--- src/rtl/uart_tx_arbiter.sv ---
// uart_tx_arbiter: round-robin sharing of one UART transmitter, Hamming(7,4) framing
// Ports:
//   clk, rst_n      clock, asynchronous active-low reset
//   ena             clock enable; low freezes the block and silences pulses
//   req, req_data   per-requester request level and 4-bit nibble (bits [4i+3:4i])
//   gnt, done, err  one-cycle pulses: grant, frame complete, timeout abort
//   tx_start        launch request to the transmitter, tx_data its 7-bit codeword
//   tx_busy         transmitter busy
//   state_out       IDLE=00 START=01 SEND=10 GAP=11
//   owner           index of the last-granted requester
module uart_tx_arbiter #(
    parameter int NUM_REQ    = 4,
    parameter int GAP_CYCLES = 8,
    parameter int TIMEOUT    = 255
) (
    input  logic                   clk,
    input  logic                   rst_n,
    input  logic                   ena,
    input  logic [NUM_REQ-1:0]     req,
    input  logic [4*NUM_REQ-1:0]   req_data,
    output logic [NUM_REQ-1:0]     gnt,
    output logic [NUM_REQ-1:0]     done,
    output logic                   err,
    output logic                   tx_start,
    output logic [6:0]             tx_data,
    input  logic                   tx_busy,
    output logic [1:0]             state_out,
    output logic [2:0]             owner
);
    typedef enum logic [1:0] {IDLE = 2'b00, START = 2'b01, SEND = 2'b10, GAP = 2'b11} state_t;
    localparam int GW = $clog2(GAP_CYCLES + 2);
    localparam state_t POST = (GAP_CYCLES == 0) ? IDLE : GAP;

    state_t               state, state_nx;
    logic [7:0]           tcnt, tcnt_nx;
    logic [GW-1:0]        gcnt, gcnt_nx;
    logic [2:0]           owner_nx, win;
    logic [6:0]           data_nx;
    logic                 start_nx, err_r, err_nx, tmo;
    logic [NUM_REQ-1:0]   gnt_r, gnt_nx, done_r, done_nx, rot;
    int                   off;

    function automatic logic [6:0] enc(input logic [3:0] n);
        return {n[3], n[2], n[1], n[1] ^ n[2] ^ n[3], n[0], n[0] ^ n[2] ^ n[3], n[0] ^ n[1] ^ n[3]};
    endfunction

    // Rotate requests so bit 0 is the requester just after owner; the lowest set bit wins.
    always_comb begin
        rot = NUM_REQ'({req, req} >> (int'(owner) + 1));
        off = 0;
        for (int k = NUM_REQ - 1; k >= 0; k--) if (rot[k]) off = k;
        win = 3'((int'(owner) + 1 + off) % NUM_REQ);
    end

    always_comb begin
        state_nx = state;
        tcnt_nx  = tcnt + 8'd1;
        gcnt_nx  = gcnt;
        owner_nx = owner;
        data_nx  = tx_data;
        start_nx = tx_start;
        gnt_nx   = '0;
        done_nx  = '0;
        err_nx   = 1'b0;
        tmo      = tcnt == 8'(TIMEOUT - 1);
        case (state)
            IDLE: begin
                tcnt_nx = '0;
                if (|req) begin
                    state_nx = START;
                    owner_nx = win;
                    data_nx  = enc(4'(req_data >> (4 * int'(win))));
                    gnt_nx   = NUM_REQ'(1) << win;
                    start_nx = 1'b1;
                end
            end
            START, SEND: begin
                if (state == START ? tx_busy : !tx_busy) begin
                    state_nx = state == START ? SEND : POST;
                    start_nx = 1'b0;
                    tcnt_nx  = '0;
                    gcnt_nx  = GW'(GAP_CYCLES);
                    done_nx  = state == SEND ? NUM_REQ'(1) << owner : '0;
                end else if (tmo) begin
                    state_nx = POST;
                    start_nx = 1'b0;
                    err_nx   = 1'b1;
                    gcnt_nx  = GW'(GAP_CYCLES);
                end
            end
            default: begin
                gcnt_nx  = gcnt - GW'(1);
                state_nx = gcnt == GW'(1) ? IDLE : GAP;
            end
        endcase
    end

    always_ff @(posedge clk or negedge rst_n) begin
        if (!rst_n) begin
            state    <= IDLE;
            tcnt     <= '0;
            gcnt     <= '0;
            owner    <= 3'(NUM_REQ - 1);
            tx_data  <= '0;
            tx_start <= 1'b0;
            gnt_r    <= '0;
            done_r   <= '0;
            err_r    <= 1'b0;
        end else if (ena) begin
            state    <= state_nx;
            tcnt     <= tcnt_nx;
            gcnt     <= gcnt_nx;
            owner    <= owner_nx;
            tx_data  <= data_nx;
            tx_start <= start_nx;
            gnt_r    <= gnt_nx;
            done_r   <= done_nx;
            err_r    <= err_nx;
        end else begin
            gnt_r    <= '0;
            done_r   <= '0;
            err_r    <= 1'b0;
        end
    end

    // Pulses are masked while ena is low so a pulse never shows on a frozen cycle.
    assign gnt       = gnt_r & {NUM_REQ{ena}};
    assign done      = done_r & {NUM_REQ{ena}};
    assign err       = err_r & ena;
    assign state_out = state;
endmodule

--- config.mk ---
export PLATFORM = sky130hd
export DESIGN_NAME = uart_tx_arbiter
export DESIGN_NICKNAME = d
export VERILOG_FILES = /design/src/rtl/uart_tx_arbiter.sv
export SDC_FILE = /design/constraint.sdc
export NUM_CORES = 1
export LEC_CHECK = 0
export ABC_AREA = 1
export BUFFER_PORTS_ARGS = -buffer_cell sky130_fd_sc_hd__buf_2
export CAP_MARGIN = 0
export CORE_ASPECT_RATIO = 0.5
export CORE_UTILIZATION = 58
export DETAILED_ROUTE_END_ITERATION = 12
export GPL_TIMING_DRIVEN = 0
export PLACE_DENSITY = 0.84
export SLEW_MARGIN = 20
export SYNTH_ARGS = -nofsm -noshare
export SYNTH_HDL_FRONTEND = slang
export SYNTH_SLANG_ARGS = --single-unit
--- constraint.sdc ---
create_clock -name clk -period 4.22 [get_ports clk]
set_clock_uncertainty 0.2 [all_clocks]
set_input_delay 0.633 -clock clk [delete_from_list [all_inputs] [get_ports clk]]
set_output_delay 0.633 -clock clk [all_outputs]
set_load 0.1 [all_outputs]
; ---- Yosys cells after proc, flatten, opt, wreduce, memory -nomap -nowiden
; Cells that the tools add are included.
[op_classes]
add_sub_neg = 4
eq_ne = 6
shifts = 4
mux = 31
n_bitwise = 11
reduce_logical = 10
[op_table]
columns = operator, count
row1 = 32-bit 2-to-1 mux, 2
row2 = 4-bit 2-to-1 mux, 9
row3 = 5-bit by 32-bit adder with 32-bit output, 1
row4 = 8-bit by 32-bit right shift with 4-bit output, 1
row5 = 8-bit case mux with 2 select lines, 1
row6 = 16-bit by 5-bit right shift with 4-bit output, 1
row7 = 2-bit 2-to-1 mux, 6
row8 = 1-bit 2-to-1 mux, 9
row9 = 3-bit AND reduction, 3
row10 = "8-bit by 1-bit adder with 8-bit output, second input constant", 1
row11 = 4-bit AND, 2
row12 = "8-bit == test, second input constant", 1
row13 = 8-bit 2-to-1 mux, 1
row14 = 4-bit case mux with 2 select lines, 1
row15 = "1-bit by 3-bit << shifter with 4-bit output, first input constant", 2
row16 = 1-bit bitwise XOR, 6
row17 = "3-bit by 1-bit adder with 4-bit output, second input constant", 1
row18 = "4-bit by 1-bit == test with 1-bit output, second input constant", 1
row19 = 2-bit case mux with 2 select lines, 1
row20 = 4-bit AND reduction, 1
row21 = 2-bit OR reduction, 2
row22 = 4-bit OR reduction, 1
row23 = "4-bit by 1-bit subtractor with 4-bit output, second input constant", 1
row24 = "3-bit inequality test, second input constant", 1
row25 = 9 further kinds, 10
[totals]
reg_bits = 34
word_cells = 75

; ---- Logic depth before layout (Yosys ltp)
[depth]
depth_word = 13
ltp_mapped = 20
ltp_nobuf = 20

; ---- Least setup slack after synthesis
; Ideal clock, no wire load.
[synth_path]
path_type = flip-flop to flip-flop
start = register owner[0]
end = register tx_data[3]
t_arrival_ns = 2.890
t_required_ns = 3.900
slack_ns = 1.009
stages_incl_launch_ff = 17
synth_period_minus_slack_ns = 3.211
path_cell_list = dfstp_2 > inv_2 > nand2_1 > nand3_1 > nand3_1 > a21boi_0 > ha_1 > buf_1 > mux2_2 > nand3_1 > nand2_2 > inv_2 > nand2_2 > nand2_2 > nand2_1 > o21ai_1 > nand2_1
[synth_between]
elab_chain_cells = 12
[synth_lines]
columns = item, line_no
row1 = start: declaration, 28  ; output logic [2:0] owner
row2 = start signal: assignment, 103  ; owner <= 3'(NUM_REQ - 1);
row3 = start signal: assignment, 113  ; owner <= owner_nx;
row4 = 3-bit by 1-bit adder with 4-bit output (*), "49, 52"
row5 = 8-bit by 32-bit right shift with 4-bit output, 49  ; rot = NUM_REQ'({req, req} >> (int'(owner) + 1));
row6 = 2-bit 2-to-1 mux (2 in a row), 51  ; for (int k = NUM_REQ - 1; k >= 0; k--) if (rot[k]) off = k;
row7 = 32-bit 2-to-1 mux (2 in a row), 51
row8 = 5-bit by 32-bit adder with 32-bit output (*), 52  ; win = 3'((int'(owner) + 1 + off) % NUM_REQ);
row9 = named net win[0], 37  ; logic [2:0] owner_nx, win;
row10 = 2-bit OR reduction (no source line), --
row11 = 1-bit AND (no source line), --
row12 = 16-bit by 5-bit right shift with 4-bit output (*), 72  ; data_nx = enc(4'(req_data >> (4 * int'(win))));
row13 = 1-bit bitwise XOR, 44  ; return {n[3], n[2], n[1], n[1] ^ n[2] ^ n[3], n[0], n[0] ^ n[2] ^ n[3], n[0] ^ n[1] ^ n[3]};
row14 = 1-bit bitwise XOR (*), 44
row15 = end signal: assignment, 114  ; tx_data <= data_nx;
row16 = end: declaration, 25  ; output logic [6:0] tx_data,
; The timed path passes the listed nets; every way through them passes the cells marked *.
; A chain may end at the register's enable or synchronous reset.

; ---- Final worst setup path
; Ends and elaborated chain as after synthesis.

==> results.yml <==
synthesis:
  synthCells: 257
  post_synth_mux_area_share_pct: 4.19
  ys_top_cells_by_area: "dfrtp_1 37%, nand2_1 10%, ha_1 7.8%, nand3_1 6.2%, inv_1 5.8%"
  yosysMostFrequentCell: "nand2_1"
  synth_top_cells_by_count: "56 x nand2_1, 32 x inv_1, 31 x dfrtp_1, 26 x nand3_1, 15 x nor2_1"
  synth_edf_count: 0
  synth_flop_cell: "dfrtp_1"
  synth_xor_area_share_pct: 2.10
  ys_seq_elements: 33
  synth-compound-area-share_pct: 7.01
  synthSimpleGateAreaFrac_pct: 30.8
  synthArstFlopShare_pct: 100
  yosysWarnings: 0
  synth_top_family_by_area: "simple AND/OR/NAND/NOR gates"
  synth_cell_types: 40
  syn_nets: 294
  ys_seq_area_share_pct: 39.7
  avgSynthCellArea_um2: 8.13
  synth_top_area_share_pct: 37.1
  netlist_area_um2: 2090
  synth_fa_ha_area_share_pct: 7.79
  synth_top_area_cell: "dfrtp_1"
sta:
  tns_ns: 0
  hold_slack_ns: 0.197
  drv_slew: 0
  period_needed_ns: 3.09
  postLayoutSetupSlackWorst_ns: 1.13
  tightest_slew_ns: 0.858
  rsz0062_at_grt: "false"
  max_freq_mhz: 324
  fin_crit_sh_pct: 73.1
  finalSetupViolCount: 0
  hold_viol: 0
  relSlewSlack_pct: 42.4
global_route:
  grt_pass1_vias: 1697
  overflow: 0
  grt_max_degree: 34
  antenna_found_initial: 0
  grt_pass1_wl_um: 7160
  grt_use_total_pct: 25.0
finish:
  layout-drive-gt1-share_pct: 27.9
  syn_to_final_growth_pct: 18.8
  diodes: 0
  seqCellArea_um2: 828
  fin_nets: 344
  fillers: 230
  multi_input_area_um2: 1090
  final_core_util_pct: 77.4
worst_setup_path:
  path_max_fanout: 10
  r2r-start: "owner[0]$_DFFE_PN1P_"
  crit_path_start_kind: "flip-flop"
  crit_required_ns: 4.19
  cp-startpoint: "owner[0]$_DFFE_PN1P_"
  crit_type: "reg -> reg"
  cp-end-kind: "flip-flop"
  cp_data_arrival_time_ns: 3.06
clock_network:
  cts_tree: "built"
  max-clock-path-buffers: 2
  cts_resized: 0
  clk_latency_ns: 0.28
  cts_setup_buffers: 0
  clkSinkCount: 33
  clk_pin_slew_worst_paths_ns: 0.07
  postCtsHoldBufs: 0
  htree_levels: 2
  cts_root_buffer: "clkbuf_8"
  cts_buffers: 5
route:
  drt-pass1-iter-count: 4
  wl_per_cell_um: 12.2
  vias_per_cell: 5.09
  ant_nets: 0
  drt_iter0_markers: 96
  route.detailed.drc: 0
  num_vias: 1813
  wl_um: 4360
floorplan:
  initial_core_util_pct: 65.1
  fp.dieH_um: 44.4
  dieArea_um2: 3860
  rows: 14
  die_w_um: 86.9
  coreArea_um2: 3210
  ios: 46
placement:
  gp_congestion: 0.820
  port_buffers: 43
  dp_slack_ns: 1.14
  hpwlAfterDp_um: 3090
min_path:
  hp-class: "in -> async"
flow_run:
  cap_violations: 0
run_status:
  outcome: "completed"
cell type report:
type	count	share of cell area, %
Multi-Input combinational cell	181	43.8
Sequential cell	33	33.4
Timing Repair Buffer	43	8.68
Inverter	38	5.95
Clock buffer	7	3.48
Tap cell	48	2.42
Clock inverter	1	1.21
Buffer	5	1.01
cells by family after synthesis:
family / after synthesis
muxes: 8
AOI/OAI and AO/OA: 25
and+or+nand+nor: 129
xor gates and xnor gates: 5
DFF: 33
buffers and inverters: 43
adders and majority gates: 13
other: 1
cells in the final DEF (no fill, tap or decap), types with 2 or more instances in the layout:
| master | count |
|---|---|
| nand2_4 | 3 |
| o21ai_0 | 9 |
| clkbuf_8 | 6 |
| nand2_1 | 56 |
| clkbuf_1 | 2 |
| xor2_1 | 3 |
| o21a_1 | 2 |
| a21oi_1 | 6 |
| or2_2 | 2 |
| nor3b_1 | 3 |
| nand3_1 | 26 |
| inv_1 | 32 |
| inv_2 | 5 |
| nand2_2 | 11 |
| dfstp_2 | 2 |
| ha_1 | 13 |
| mux2i_1 | 2 |
| nand4_1 | 4 |
| nor2_1 | 15 |
| xnor2_1 | 2 |
| dfrtp_1 | 31 |
| nor4_1 | 4 |
| buf_2 | 45 |
| mux2_2 | 6 |
final timing paths:
kind                                     endpoint  slack [ns]  depth (start not counted)
max                        tx_data[3]$_DFFE_PN0P_        1.13                         17
min                           tcnt[3]$_DFFE_PN0P_        0.20                          1
max reg2reg                tx_data[3]$_DFFE_PN0P_        1.13                         17
min reg2reg                tx_data[4]$_DFFE_PN0P_        0.28                          2
max in group asynchronous      gnt_r[2]$_DFF_PN0_        3.17                          1
min in group clk           tx_data[4]$_DFFE_PN0P_        0.28                          2
flip-flops by register name, indices dropped and copies added, names as in the netlist:
signal     flops
tcnt           8
tx_data        7
done_r         4
gcnt           4
gnt_r          4
owner          2
state_out      2
err_r          1
tx_start       1
critical path, cell delays in order (launching register included):
cell	delay (ns)
dfstp_2	0.62
inv_2	0.11
nand2_1	0.11
nand3_1	0.09
nand2_2	0.12
nand3_1	0.07
a21boi_0	0.17
ha_1	0.14
buf_1	0.39
mux2_2	0.39
nand3_1	0.09
nand2_2	0.08
inv_2	0.07
nand2_2	0.05
nand2_2	0.08
nand2_1	0.05
o21ai_1	0.07
nand2_1	0.06
routing by layer:
layer / wire length, µm / up-vias / global-route usage (%)
met1: 1970 / 816 / 29.8
met5: 0 / - / 0
met4: 30 / 0 / 6.00
li1: - / 928 / -
met3: 256 / 4 / 6.72
met2: 2100 / 65 / 46.0
stage by stage:
step	instance area, µm²	instances
final	2480	356
after global routing	2480	356
after CTS	2480	356
after detailed placement	2360	348
after global placement	2360	348
after floorplan	2090	257
Power is not shown: default switching activity piles up to over one toggle a cycle in this logic, so the estimate is an artifact.
